**config.mk**
```make
export PLATFORM = sky130hd
export DESIGN_NAME = mem_arbiter
export DESIGN_NICKNAME = d
export VERILOG_FILES = /design/src/rtl/mem_arbiter.sv
export SDC_FILE = /design/constraint.sdc
export NUM_CORES = 1
export LEC_CHECK = 0
export ABC_AREA = 1
export CAP_MARGIN = 20
export CORE_MARGIN = 4
export CORE_UTILIZATION = 41
export CTS_CLUSTER_DIAMETER = 80
export DETAILED_ROUTE_END_ITERATION = 10
export GPL_ROUTABILITY_DRIVEN = 1
export HOLD_SLACK_MARGIN = 0.03
export PLACE_DENSITY = 0.83
export SLEW_MARGIN = 20
export SYNTH_ARGS = -nofsm -noshare
export SYNTH_HDL_FRONTEND = slang
export SYNTH_SLANG_ARGS = --single-unit
```
**constraint.sdc**
```tcl
create_clock -name CLK -period 3.4 [get_ports CLK]
set_clock_uncertainty 0.05 [all_clocks]
set_input_delay 0.34 -clock CLK [delete_from_list [all_inputs] [get_ports CLK]]
set_output_delay 0.34 -clock CLK [all_outputs]
set_load 0.01 [all_outputs]
```
**src/rtl/mem_arbiter.sv**
```systemverilog
// mem_arbiter: shares one main-memory block port between the instruction
// cache (reads only) and the data cache (reads and writebacks). Requests are
// serialised through IDLE -> ISSUE -> WAIT -> RELEASE. Each requester is
// stalled until its transfer completes, and read blocks are returned in
// per-port registers.
// Optional feature: define MEM_ARB_ROUND_ROBIN_EN to alternate grants on
// simultaneous requests. When it is undefined, the data cache always wins.
module mem_arbiter #(
   parameter int ADDR_W  = 6,
   parameter int BLOCK_W = 32
) (
   input  logic               CLK,
   input  logic               RESET,
   input  logic               I_READ,
   input  logic [ADDR_W-1:0]  I_ADDRESS,
   output logic [BLOCK_W-1:0] I_READDATA,
   output logic               I_BUSYWAIT,
   input  logic               D_READ,
   input  logic               D_WRITE,
   input  logic [ADDR_W-1:0]  D_ADDRESS,
   input  logic [BLOCK_W-1:0] D_WRITEDATA,
   output logic [BLOCK_W-1:0] D_READDATA,
   output logic               D_BUSYWAIT,
   output logic               MEM_READ,
   output logic               MEM_WRITE,
   output logic [ADDR_W-1:0]  MEM_ADDRESS,
   output logic [BLOCK_W-1:0] MEM_WRITEDATA,
   input  logic [BLOCK_W-1:0] MEM_READDATA,
   input  logic               MEM_BUSYWAIT
);

   typedef enum logic [1:0] {S_IDLE, S_ISSUE, S_WAIT, S_RELEASE} state_t;

   localparam logic OWN_I = 1'b0;
   localparam logic OWN_D = 1'b1;

   state_t               state_q, state_d;
   logic                 owner_q, owner_d;
   logic                 last_owner_q, last_owner_d;
   logic                 op_write_q, op_write_d;
   logic [ADDR_W-1:0]    addr_q, addr_d;
   logic [BLOCK_W-1:0]   wdata_q, wdata_d;
   logic                 mem_read_q, mem_read_d;
   logic                 mem_write_q, mem_write_d;
   logic [BLOCK_W-1:0]   i_rdata_q, i_rdata_d;
   logic [BLOCK_W-1:0]   d_rdata_q, d_rdata_d;

   logic                 i_req, d_req, grant_to_d, xfer_active;

   assign i_req = I_READ;
   assign d_req = D_READ | D_WRITE;

   // A transfer is committed to memory from ISSUE until its completion in WAIT.
   assign xfer_active = (state_q == S_ISSUE) || (state_q == S_WAIT);

`ifdef MEM_ARB_ROUND_ROBIN_EN
   // On a tie, the port that was not served last wins, so neither port starves.
   assign grant_to_d = (i_req && d_req) ? (last_owner_q == OWN_I) : d_req;
`else
   // Fixed priority: the data cache always wins.
   assign grant_to_d = d_req;
`endif

   // State register. Reset aborts any transfer in flight.
   always_ff @(posedge CLK) begin
      if (RESET) begin
         state_q <= S_IDLE;
      end else begin
         state_q <= state_d;
      end
   end

   // Next-state logic. ISSUE always lasts one cycle so memory can raise busywait.
   always_comb begin
      state_d = state_q;
      case (state_q)
         S_IDLE:    if (i_req || d_req) state_d = S_ISSUE;
         S_ISSUE:   state_d = S_WAIT;
         S_WAIT:    if (!MEM_BUSYWAIT) state_d = S_RELEASE;
         S_RELEASE: state_d = S_IDLE;
         default:   state_d = S_IDLE;
      endcase
   end

   // Output/latch logic: next values for the registered strobes, the latched
   // request and the readdata registers.
   always_comb begin
      owner_d      = owner_q;
      last_owner_d = last_owner_q;
      op_write_d   = op_write_q;
      addr_d       = addr_q;
      wdata_d      = wdata_q;
      mem_read_d   = mem_read_q;
      mem_write_d  = mem_write_q;
      i_rdata_d    = i_rdata_q;
      d_rdata_d    = d_rdata_q;
      case (state_q)
         S_IDLE: begin
            if (grant_to_d) begin
               // D_READ together with D_WRITE is treated as a writeback.
               owner_d     = OWN_D;
               addr_d      = D_ADDRESS;
               wdata_d     = D_WRITEDATA;
               op_write_d  = D_WRITE;
               mem_write_d = D_WRITE;
               mem_read_d  = !D_WRITE;
            end else if (i_req) begin
               owner_d     = OWN_I;
               addr_d      = I_ADDRESS;
               op_write_d  = 1'b0;
               mem_write_d = 1'b0;
               mem_read_d  = 1'b1;
            end
         end
         S_WAIT: begin
            if (!MEM_BUSYWAIT) begin
               mem_read_d   = 1'b0;
               mem_write_d  = 1'b0;
               last_owner_d = owner_q;
               if (!op_write_q) begin
                  if (owner_q == OWN_D) begin
                     d_rdata_d = MEM_READDATA;
                  end else begin
                     i_rdata_d = MEM_READDATA;
                  end
               end
            end
         end
         default: ;
      endcase
   end

   // Control and latched-request registers.
   always_ff @(posedge CLK) begin
      if (RESET) begin
         owner_q      <= OWN_D;
         last_owner_q <= OWN_I;
         op_write_q   <= 1'b0;
         addr_q       <= '0;
         wdata_q      <= '0;
         mem_read_q   <= 1'b0;
         mem_write_q  <= 1'b0;
      end else begin
         owner_q      <= owner_d;
         last_owner_q <= last_owner_d;
         op_write_q   <= op_write_d;
         addr_q       <= addr_d;
         wdata_q      <= wdata_d;
         mem_read_q   <= mem_read_d;
         mem_write_q  <= mem_write_d;
      end
   end

   // Readdata registers: a reset that aborts a transfer keeps the last block
   // delivered to each cache. An idle reset clears them.
   always_ff @(posedge CLK) begin
      if (RESET) begin
         if (!xfer_active) begin
            i_rdata_q <= '0;
            d_rdata_q <= '0;
         end
      end else begin
         i_rdata_q <= i_rdata_d;
         d_rdata_q <= d_rdata_d;
      end
   end

   assign MEM_READ      = mem_read_q;
   assign MEM_WRITE     = mem_write_q;
   assign MEM_ADDRESS   = addr_q;
   assign MEM_WRITEDATA = wdata_q;
   assign I_READDATA    = i_rdata_q;
   assign D_READDATA    = d_rdata_q;

   // The owner is released for exactly the one RELEASE cycle.
   assign I_BUSYWAIT = i_req & !((state_q == S_RELEASE) && (owner_q == OWN_I));
   assign D_BUSYWAIT = d_req & !((state_q == S_RELEASE) && (owner_q == OWN_D));

endmodule

```
* Word level (Yosys, flattened, before mapping)
Cells that the tools add are included.
Storage, ports and cells: bits in registers 108, input bits 82, logic and storage cells 65
Cells by class: equality and inequality tests 10, muxes and demuxes 24, bitwise logic cells 4, reduce and logical (&&, ||, !) cells 18
Operators by type and width (number):
- 32-bit 2-to-1 mux | 11
- 6-bit 2-to-1 mux | 2
- 2-bit inequality test, second input constant | 6
- 5-bit AND reduction | 2
- 2-bit case mux with 4 select lines | 1
- 2-bit nonzero test | 4
- 1-bit 2-to-1 mux | 6
- 2-bit AND reduction | 3
- 2-bit equality test, second input constant | 2
- 2-bit 2-to-1 mux | 2
- 1-bit case mux with 2 select lines | 2
- 1-bit zero test | 3
- 3-bit inequality test, second input constant | 1
- 3-bit AND reduction | 1
- 1-bit AND | 2
- 2-bit by 1-bit equality test with 1-bit output, second input constant | 1
- 1-bit logical AND | 2
- 2-bit zero test | 1
- 1-bit logical OR | 2
- 1-bit inverter | 1
- 1-bit bitwise OR | 1

* Logic depth before layout (Yosys ltp)
depth in word-level cells 5, mapped depth 8, mapped depth without buffers 8

* Worst setup path before layout
No wires, ideal clock.
kind in2reg, start input port RESET, end register d_rdata_q[0] (netlist: D_READDATA[0]), enable pin, setup time 0.433 ns, data arrival time 2.460 ns, data required time 2.917 ns, setup slack 0.457 ns, cell stages on the path 3, cell sequence buf_2 -> or3_1 -> o22ai_1
On the way: word-level cells in the longest chain between the ends 2, elaborated cells between the ends (all ways) 6
Ends and longest elaborated chain:
- from (decl) | RTL line 13 | input logic RESET,
- 2-bit inequality test (no source line) or 2-bit nonzero test (tied branches)
- 5-bit AND reduction (no source line) *
- to (signal assigned) | RTL line 164 | d_rdata_q <= d_rdata_d;
- to (decl) | RTL line 46 | logic [BLOCK_W-1:0] d_rdata_q, d_rdata_d;
Every way passes the cells marked *; elsewhere a longest branch is shown, timed or not. A chain may end at the register's enable or synchronous reset.

* Final worst setup path
start register state_q[0], end register wdata_q[27] (netlist: MEM_WRITEDATA[27])
On the way: word-level cells in the longest chain between the ends 2
Ends and longest elaborated chain:
- from (decl) | RTL line 37 | state_t state_q, state_d;
- from (signal assigned) | RTL line 69 | state_q <= state_d;
- 2-bit zero test | RTL line 97 | case (state_q)
- 2-bit AND reduction (no source line)
- to (signal assigned) | RTL line 148 | wdata_q <= wdata_d;
- to (decl) | RTL line 42 | logic [BLOCK_W-1:0] wdata_q, wdata_d;
No other way between the ends.

==> results by group <==
Run status
  – Status: finished, final reports clean

STA
  – Min Tclk post-route: 2210 ps
  – Setup TNS: 0 ps
  – Hold Vio Cnt, Final: 0
  – RSZ-0062 raised after global routing: no
  – Final setup margin: 1190 ps
  – Endpoints failing setup: 0
  – Worst-Margin Slew: 653 ps
  – Fmax: 452 MHz
  – Final worst-path cycle share: 0.651
  – Slew margin rel.: 0.563
  – Max Slew Vio Count: 0

Final layout
  – Synth-to-layout area growth: 55.6%
  – Commonest non-fill, non-tap cell in the layout: clkdlybuf4s50_1
  – Most frequent cells in the layout: 187 x clkdlybuf4s50_1, 110 x nor2_1, 64 x edfxtp_1
  – Proportion of layout cells with a drive suffix above 1: 0.0476
  – Fillers: 720
  – # diodes: 0
  – Layout net count: 649

Placement
  – IO buf count: 187
  – Global placement routability congestion: 0.815
  – DP Worst Slack: 987 ps
  – DP Wirelength: 7.90 mm

Worst setup path
  – Worst Setup SP: state_q[0]$_SDFFE_PP0P_
  – Crit path DAT: 2400 ps
  – CP Launch Type: register
  – Crit-path max FO: 33
  – Critical path type: register to register
  – Critical Path End Type: register
  – R2R depth: 7
  – R2r startpoint: state_q[0]$_SDFFE_PP0P_
  – Worst Path Required: 3590 ps

Die
  – Die span in y: 106 um
  – Starting Density: 0.425
  – Die area: 11,300 sq um
  – Row cnt: 35
  – Die W: 106 um
  – # IOs: 188
  – CORE AREA: 9330 sq um

GRT
  – Vias in the first global route: 3,258
  – First-pass GRT wire length: 16.3 mm
  – Overflow after GRT: 0
  – Aggregate global-route resource usage: 0.183
  – Initial antenna violation count: 0
  – Pin count of the biggest net entering global routing: 41

Logic synthesis
  – Sequential share of the synthesized area: 0.708
  – Distinct cells, synth: 21
  – Mapped cell area: 3960 sq um
  – Avg Cell Area, Syn: 10.6 sq um
  – Synth Register Bits: 108
  – Cells after Synth: 374
  – Syn_nets: 461
  – Yosys warns: 0

Drt
  – Via count: 3,222
  – First DRT Iteration DRCs: 149
  – Drt total wl: 10.5 mm
  – WL/cell: 15.1 um
  – Via density: 4.63
  – First drt pass iteration count: 5
  – Routed Antenna Nets: 0
  – Drt drc: 0

Clock tree
  – CTS Buf Count: 9
  – Clk_lat worst skew: 360 ps
  – CTS Hold Bufs: 0
  – Clock Pin Slew Worst Setup and Hold Paths: 110 ps
  – Clock Tree Buf Depth: 2
  – Clock sink count: 108
  – CTS tree: yes
  – Post-CTS Resized: 0
  – Post-CTS Setup Repair Bufs: 0
  – CTS Root Cell: clkbuf_8
  – Number of H-tree levels: 3

Worst hold path
  – Hold Startpoint: MEM_READ$_SDFFE_PP0P_
  – Hold path depth: 2
  – Worst hold path type: register to register

Job
  – Max-cap violations: 0

Power and ir drop
  – Maximum vdd drop: 508 uV
  – Total power: 4640 uW
  – PD cells: 753 nW/um^2
  – LEAKAGE: 0.00250 uW
[area by class of cell]
class / instances / area [sq um] / share of cell area
flip-flops and latches: 108 / 2800 / 0.455
repair buffers: 191 / 1900 / 0.309
clock buffers: 9 / 124 / 0.0201
clock inverters: 7 / 58.8 / 0.00954
multi-input cells: 206 / 943 / 0.153
inverters: 46 / 173 / 0.0280
well taps: 129 / 161 / 0.0262
[synthesized netlist by cell type (all sizes together)]
cell	instances	share of area
a21oi	7	0.0098
buf	11	0.015
clkbuf	3	0.0028
dfxtp	44	0.22
edfxtp	64	0.49
ha	5	0.016
inv	46	0.044
nand2	34	0.032
nand3	4	0.0051
nand4	1	0.0016
nor2	112	0.11
o211ai	1	0.0019
o21ai	39	0.050
o22ai	2	0.0032
or3	1	0.0016
[registers in the layout (all words and copies together), names as in the netlist]
signal	flops
MEM_WRITE	1
MEM_READ	1
owner_q	1
MEM_ADDRESS	6
state_q	2
MEM_WRITEDATA	32
D_READDATA	32
op_write_q	1
I_READDATA	32
[cell families after synthesis]
| kind of cell | share of synthesized area |
|---|---|
| simple gates | 0.150 |
| flops | 0.708 |
| buf+inv | 0.0613 |
| compound gates | 0.0651 |
| fa+ha+maj | 0.0158 |
[worst max-delay path, cell delays in order, from the launching register on]
cell and delay [ps]:
dfxtp_1 330, inv_1 140, ha_1 260, inv_2 90, nor2_4 530, inv_2 420
nor2_1 180, nor2_1 70
[routing by layer]
metal	vias to the layer above	wire length, um	global-route usage
li1	1573	-	-
met5	-	0	0
met2	178	4750	0.287
met4	0	133	0.0648
met1	1460	4270	0.224
met3	11	1390	0.0801
[path summary, 6_finish.rpt]
| check | end | slack (ps) |
|---|---|---|
| worst max-delay path | MEM_WRITEDATA[27]$_SDFFE_PP0P_ | 1190 |
| worst min-delay path | MEM_READ$_SDFFE_PP0P_ | 420 |
| worst max register to register | MEM_WRITEDATA[27]$_SDFFE_PP0P_ | 1190 |
| worst min register to register | MEM_READ$_SDFFE_PP0P_ | 420 |
[stage by stage]
step                instances  utilization  instance area [sq um]  hold slack, ps
floorplan                 374            -                   3960             386
finish                    696        0.661                   6160             417
CTS                       696        0.661                   6160             412
detailed placement        680        0.641                   5980             395
global route              696        0.661                   6160             448
global placement          680        0.641                   5980             385
[report_power, final]
part	leakage, uW	switching [uW]	internal, uW
clock	0.0000873	445	279
combinational	0.00142	942	912
sequential	0.000992	176	1890
Power figures use the tool's default switching activity.
